**src/rtl/accumulator_ext.sv**
```systemverilog
// Parametrised CPU accumulator: arithmetic with carry/borrow flags, rotates,
// BCD adjust and a multi-cycle rotate-by-N with a busy/done handshake.
module accumulator_ext #(
   parameter int WIDTH  = 4,
   parameter bit BCD_EN = 1'b1
) (
   input  logic             clock,
   input  logic             reset,
   input  logic             select,
   input  logic [WIDTH-1:0] data_in,
   input  logic [3:0]       opcode,
   output logic [WIDTH-1:0] out,
   output logic             carry,
   output logic             borrow,
   output logic             busy,
   output logic             done
);

   localparam int CW     = $clog2(WIDTH) + 1;
   localparam bit DAA_ON = BCD_EN && (WIDTH == 4);

   typedef enum logic [3:0] {
      OP_NOP   = 4'd0,  OP_WRITE = 4'd1,  OP_INC  = 4'd2,  OP_DEC  = 4'd3,
      OP_ROTL  = 4'd4,  OP_ROTR  = 4'd5,  OP_ADD  = 4'd6,  OP_SUB  = 4'd7,
      OP_RAL   = 4'd8,  OP_RAR   = 4'd9,  OP_CLC  = 4'd10, OP_STC  = 4'd11,
      OP_DAA   = 4'd12, OP_ROTN  = 4'd13, OP_CLR  = 4'd14, OP_RSVD = 4'd15
   } opcode_e;

   typedef enum logic {IDLE, ROT} state_e;

   state_e           state_q, state_d;
   logic [WIDTH-1:0] acc_q, acc_d;
   logic             carry_q, carry_d;
   logic             borrow_q, borrow_d;
   logic             done_q, done_d;
   logic [CW-1:0]    count_q, count_d;

   logic [WIDTH:0]   incSum, addSum, subRhs, daaSum;
   logic [WIDTH-1:0] subDiff, rotLeft;
   logic [CW-1:0]    rotCount;
   logic             daaNeeded;

   always_comb begin
      incSum    = {1'b0, acc_q} + (WIDTH+1)'(1);
      addSum    = {1'b0, acc_q} + {1'b0, data_in} + (WIDTH+1)'(carry_q);
      subRhs    = {1'b0, data_in} + (WIDTH+1)'(borrow_q);
      subDiff   = acc_q - data_in - WIDTH'(borrow_q);
      daaSum    = {1'b0, acc_q} + (WIDTH+1)'(6);
      daaNeeded = (32'(acc_q) > 32'd9) || carry_q;
      rotLeft   = {acc_q[WIDTH-2:0], acc_q[WIDTH-1]};
      rotCount  = CW'(32'(data_in) % WIDTH);
   end

   // Next-state logic: decoder opcodes are only honoured while idle and selected;
   // an in-flight ROTN rotates once per edge and ignores the decoder entirely.
   always_comb begin
      state_d  = state_q;
      acc_d    = acc_q;
      carry_d  = carry_q;
      borrow_d = borrow_q;
      count_d  = count_q;
      done_d   = 1'b0;
      case (state_q)
         IDLE: begin
            if (select) begin
               case (opcode)
                  OP_WRITE: acc_d = data_in;
                  OP_INC: begin
                     acc_d   = incSum[WIDTH-1:0];
                     carry_d = incSum[WIDTH];
                  end
                  OP_DEC: begin
                     acc_d    = acc_q - WIDTH'(1);
                     borrow_d = (acc_q == '0);
                  end
                  OP_ROTL: acc_d = rotLeft;
                  OP_ROTR: acc_d = {acc_q[0], acc_q[WIDTH-1:1]};
                  OP_ADD: begin
                     acc_d   = addSum[WIDTH-1:0];
                     carry_d = addSum[WIDTH];
                  end
                  OP_SUB: begin
                     acc_d    = subDiff;
                     borrow_d = ({1'b0, acc_q} < subRhs);
                  end
                  OP_RAL: begin
                     acc_d   = {acc_q[WIDTH-2:0], carry_q};
                     carry_d = acc_q[WIDTH-1];
                  end
                  OP_RAR: begin
                     acc_d   = {carry_q, acc_q[WIDTH-1:1]};
                     carry_d = acc_q[0];
                  end
                  OP_CLC: begin
                     carry_d  = 1'b0;
                     borrow_d = 1'b0;
                  end
                  OP_STC: carry_d = 1'b1;
                  OP_DAA: begin
                     if (DAA_ON && daaNeeded) begin
                        acc_d = daaSum[WIDTH-1:0];
                        if (daaSum[WIDTH]) carry_d = 1'b1;
                     end
                  end
                  OP_ROTN: begin
                     if (rotCount == '0) begin
                        done_d = 1'b1;
                     end else begin
                        state_d = ROT;
                        count_d = rotCount;
                     end
                  end
                  OP_CLR: begin
                     acc_d    = '0;
                     carry_d  = 1'b0;
                     borrow_d = 1'b0;
                  end
                  default: ;
               endcase
            end
         end
         ROT: begin
            acc_d   = rotLeft;
            count_d = count_q - CW'(1);
            if (count_q == CW'(1)) begin
               state_d = IDLE;
               done_d  = 1'b1;
            end
         end
         default: state_d = IDLE;
      endcase
   end

   always_ff @(posedge clock or posedge reset) begin
      if (reset) begin
         state_q  <= IDLE;
         acc_q    <= '0;
         carry_q  <= 1'b0;
         borrow_q <= 1'b0;
         done_q   <= 1'b0;
         count_q  <= '0;
      end else begin
         state_q  <= state_d;
         acc_q    <= acc_d;
         carry_q  <= carry_d;
         borrow_q <= borrow_d;
         done_q   <= done_d;
         count_q  <= count_d;
      end
   end

   assign out    = select ? acc_q : '0;
   assign carry  = carry_q;
   assign borrow = borrow_q;
   assign busy   = (state_q == ROT);
   assign done   = done_q;

endmodule

```
**config.mk**
```make
export PLATFORM = sky130hd
export DESIGN_NAME = accumulator_ext
export DESIGN_NICKNAME = d
export VERILOG_FILES = /design/src/rtl/accumulator_ext.sv
export SDC_FILE = /design/constraint.sdc
export NUM_CORES = 1
export LEC_CHECK = 0
export ABC_CLOCK_PERIOD_IN_PS = 3000
export BUFFER_PORTS_ARGS = -buffer_cell sky130_fd_sc_hd__buf_2
export CORE_AREA = 2 2 58 60
export CTS_CLUSTER_DIAMETER = 60
export DETAILED_ROUTE_END_ITERATION = 10
export DIE_AREA = 0 0 60 62
export GPL_ROUTABILITY_DRIVEN = 0
export GPL_TIMING_DRIVEN = 0
export PLACE_DENSITY = 0.77
export SYNTH_ARGS = -nofsm -noshare
export SYNTH_HDL_FRONTEND = slang
export SYNTH_SLANG_ARGS = --single-unit
```
**constraint.sdc**
```tcl
create_clock -name clock -period 3 [get_ports clock]
set_clock_uncertainty 0.1 [all_clocks]
set_input_delay 0.3 -clock clock [delete_from_list [all_inputs] [get_ports clock]]
set_output_delay 0.3 -clock clock [all_outputs]
set_load 0.03 [all_outputs]
```
# == Yosys cells after proc, flatten, opt, wreduce, memory -nomap -nowiden ==
# Index checks and enable logic that the tools add are counted.
# word_totals
reg_bits,11
latch_bits,0
mem_bits_rw,0
romBits,0
inputBits,11
out_inout_bits,8
n_memories,0
# op_classes
n_addsub,9
mul,0
n_div,0
magnitude_cmp,2
eq_ne,22
n_shift,0
mux,23
n_bitwise,1
n_reduce_logical,10
# ops
operator,n
case mux 4 bit (11 select lines),1
== test 4 bit (second input constant),7
== test 4 x 3 -> 1 bit (second input constant),4
2-to-1 mux 4 bit,3
!= test 12 x 1 -> 1 bit (second input constant),1
2-to-1 mux 1 bit,10
2-to-1 mux 3 bit,3
AND reduction 3 bit,3
== test 4 x 2 -> 1 bit (second input constant),2
!= test 2 bit (second input constant),4
case mux 4 bit (2 select lines),1
case mux 1 bit (7 select lines),1
nonzero test 7 bit,1
case mux 3 bit (2 select lines),1
adder 4 x 1 -> 5 bit,1
adder 4 x 1 -> 5 bit (second input constant),1
adder 4 x 3 -> 5 bit (second input constant),1
adder 4 x 4 -> 5 bit,1
adder 5 x 1 -> 5 bit,1
< comparator 4 x 5 -> 1 bit,1
AND reduction 5 bit,1
== test 4 x 1 -> 1 bit (second input constant),1
greater-than comparator 4 bit (second input constant),1
logical NOT 4 bit,1
14 further kinds,15

# == Logic depth before layout (Yosys ltp) ==
# depth
depth_word,6
ltp_mapped,10
mapped_depth_nobuf,10

# == Worst setup path after synthesis ==
# OpenSTA, ideal clock, no wires.
# synth_timing
path_type,reg-to-reg
start,register borrow_q (netlist: borrow)
end,register acc_q[3]
setup_time_ps,144
t_arrival_ps,2242
required_ps,2756
setup_slack_ps,515
stages_incl_launch_ff,11
n_path_buf,0
cell_sequence,dfrtp_1 inv_1 fa_1 inv_1 ha_1 o21ai_0 nand3b_1 xnor2_1 a211oi_1 o311a_1 o221ai_1
# synth_between
elab_chain_cells,4
# synth_lines
element,line,source
from (decl),34,"logic borrow_q, borrow_d;"
from (signal assigned),146,borrow_q <= borrow_d;
subtractor 4 x 1 -> 4 bit,47,subDiff = acc_q - data_in - WIDTH'(borrow_q);
case mux 4 bit (11 select lines),66,case (opcode)
2-to-1 mux 4 bit,65,if (select) begin
case mux 4 bit (2 select lines),63,case (state_q)
to (signal assigned),137,acc_q <= '0;
to (signal assigned),144,acc_q <= acc_d;
to (decl),32,"logic [WIDTH-1:0] acc_q, acc_d;"
# No other way between the ends. The select of a mux whose other input is x is not followed.
# A chain may end at the register's enable or synchronous reset.

# == Final worst setup path ==
# layout_timing
start,register acc_q[1]
end,register acc_q[2]
# layout_between
elab_chain_cells,5
elab_cells_between_ends,15
classes_between,7 x add/sub; 1 x order compare; 1 x eq/ne; 4 x mux; 2 x reduce/logical
# layout_lines
element,line,source
"adder 4 x 4 -> 5 bit, or another cell as far along",45,"addSum = {1'b0, acc_q} + {1'b0, data_in} + (WIDTH+1)'(carry_q);"
"adder 5 x 1 -> 5 bit, or another cell as far along",45,
case mux 4 bit (11 select lines),66,
2-to-1 mux 4 bit,65,
case mux 4 bit (2 select lines),63,
# Parallel ways exist; a longest one is shown, timed or not. The select of a mux whose other input is x is not followed.

==> impl_metrics.csv <==
group,metric,value,unit
die,initial_core_util,54.51,%
place,preCtsSetupSlack,0.1289,ns
die,dieArea,3720,um^2
clock_tree,cts_tree,"yes",
pwr,ir_drop,0.4732,mV
clock_tree,clk_latency,0.26,ns
detailed_routing,post-route-drc-count,0,
timing,worst_pin_slew,0.4569,ns
final_layout,layout_commonest_cell,"buf_2",
final_layout,finalNetCount,281,
timing,grt_setup_unrepaired,"no",
timing,min_period,2.755,ns
status,status,"completed",
place,dp_hpwl,3515,um
detailed_routing,via_per_inst,5.986,
synthesis,synthCells,221,
pwr,power_density,798.0,nW/um^2
detailed_routing,wl,4584,um
synthesis,synth_warnings,0,
final_layout,layout_common_cells,"buf_2 (25), a21oi_1 (23), ha_1 (22), inv_1 (16), nand2_1 (15)",
die,fp.coreArea,3179,um^2
timing,setup_slack,0.2455,ns
clock_tree,numCtsBuffers,3,
clock_tree,cts-htree-levels,1,
synthesis,avgSynthCellArea,7.841,um^2
die,dieWidth,60,um
final_layout,areaGrowthSynthToFinish,10.40,%
die,io-pin-count,19,
detailed_routing,drt_iter0_markers,169,
grt,grt_start_max_net_pins,12,
grt,overflow,0,
timing,setup_viol,0,
place,io_buffers,17,
clock_tree,clk_pin_slew,0.07,ns
grt,track_usage,26.38,%
worst_setup_path,endpoint_kind,"register",
detailed_routing,drtPass1Iterations,5,
final_layout,fillers,293,
final_layout,regArea,275.3,um^2
place,post_dp_cell_area,1876,um^2
grt,grt_pass1_wl,7383,um
synthesis,synth_area,1733,um^2
worst_setup_path,r2r_slack,0.25,ns
detailed_routing,wl_per_cell,15.86,um
grt,grt_pass1_vias,1547,
timing,fmax,0.3630,GHz
clock_tree,clockBufferDepth,2,
synthesis,yosysTopAreaCell,"dfrtp_1",
final_layout,fin_area,1913,um^2
synthesis,synth_seq_cells,11,
pwr,fin_total_pwr,1.527,mW
synthesis,ys_top_cells_by_area,"dfrtp_1 (16%), ha_1 (16%), a21oi_1 (6.6%), fa_1 (4.6%), xor2_1 (3.5%)",
synthesis,syn-num-nets,258,
synthesis,synth_flop_cell,"dfrtp_1",
die,row_count,21,
detailed_routing,ant_nets,0,
timing,tns,0,ns
worst_setup_path,path_max_fanout,9,
grt,antenna_found_initial,0,
run,maxCapViolCount,0,
synthesis,synth-edff-count,0,
synthesis,async_flop_share,100.0,%
pwr,p_leak,0.8812,nW
worst_setup_path,crit_path_start_kind,"register",
timing,finalCritPeriodShare,91.82,%
worst_setup_path,crit_type,"register to register",
timing,slew_headroom,68.75,%
worst_setup_path,cp.required,3.05,ns
timing,slew_violations,0,
die,die_h,62,um
synthesis,synth_cell_types,55,
final_layout,drive_gt1_share,16.05,%
final_layout,diodes,0,
detailed_routing,vias,1730,
clock_tree,root_buffer,"clkbuf_4",
clock_tree,numClockSinks,11,
final_layout,fin_util,60.17,%
clock_tree,cts_setup_buffers,0,
worst_setup_path,critPathArrivalTime,2.80,ns
timing,hold_violations,0,
synthesis,yosysSeqAreaShare,15.88,%
min_path,hold_path_class,"primary input to register",
final_layout,multi_input_area,1324,um^2
synthesis,yosys.area.top_type_share,15.88,%
## flip-flops by register name (all words and copies together), names as in the netlist
| name | cells |
|---|---|
| acc_q | 4 |
| count_q | 3 |
| borrow | 1 |
| busy | 1 |
| carry | 1 |
| done | 1 |
## layout make-up
class | count | share of cell area, %
multi-input cells | 179 | 69.20
clock buffers | 4 | 1.373
repair buffers | 18 | 4.971
well taps | 46 | 3.009
plain buffers | 13 | 3.532
flip-flops and latches | 11 | 14.39
inverters | 18 | 3.532
## metal layers
layer,vias to the layer above,routed length [um],global-route usage (%)
li1,838,-,-
met5,-,0,0
met3,8,282,0.8282
met2,72,2266,43.17
met1,812,1962,37.07
met4,0,73,10.48
## power breakdown
| part | leakage (nW) | internal, mW | switching (mW) | total [mW] |
|---|---|---|---|---|
| logic | 0.731 | 0.440 | 0.664 | 1.10 |
| clock network | 0.0150 | 0.0514 | 0.0450 | 0.0964 |
| registers | 0.135 | 0.217 | 0.110 | 0.327 |
## final timing paths
| check | start | end | cells past startpoint |
|---|---|---|---|
| max | acc_q[1] | acc_q[2] | 8 |
| min | data_in[1] | done | 3 |
| max reg2reg | acc_q[1] | acc_q[2] | 8 |
| min reg2reg | count_q[0] | count_q[0] | 1 |
| max in group asynchronous | reset | carry | 3 |
| min in group asynchronous | reset | count_q[1] | 3 |
## timing repair
| item | CTS | global route |
|---|---|---|
| hold buffers | 1 | 0 |
| setup endpoints to repair | 0 | 2 |
| hold endpoints to repair | 11 | 0 |
| gates resized for setup | 0 | 2 |
## logic make-up (layout without fill, tap and decap cells)
family	count (synthesis)	in the layout	share of synthesized area (%)
xor gates and xnor gates	12	12	6.065
muxes	3	3	1.805
and+or+nand+nor	63	63	19.21
AOI/OAI and AO/OA	74	74	28.23
DFF	11	11	15.88
adders and majority gates	27	27	21.08
buffers and inverters	31	53	7.726
## worst max-delay path, stage by stage (launching register included)
cell	delay, ns
dfrtp_1	0.57
clkbuf_2	0.30
inv_1	0.18
fa_1	0.46
xnor2_1	0.16
nor3_1	0.06
a2111oi_0	0.46
nand3b_1	0.14
a22o_1	0.21
## synthesized netlist by cell type (3+ instances only)
library cell and n:
buf_2 8, nand2_1 15, nor2_1 10, o32ai_1 4, xor2_1 7, inv_1 16, dfrtp_1 11, o21ai_0 11
nand2b_1 7, fa_1 4, o21ai_1 4, xnor2_1 5, and2_1 5, nand3_1 4, a211oi_1 4, a211o_1 4
clkbuf_1 3, ha_1 22, a21oi_1 23, nand3b_1 3, a21o_1 3, nor3_1 7
## per-stage QoR
| stage | std cells | hold slack [ns] |
|---|---|---|
| after floorplan | 221 | 0.05244 |
| after global placement | 284 | 0.2032 |
| after detailed placement | 284 | 0.2070 |
| after CTS | 289 | 0.3450 |
| after global routing | 289 | 0.3761 |
| final | 289 | 0.3619 |
Power figures use the tool's default switching activity.
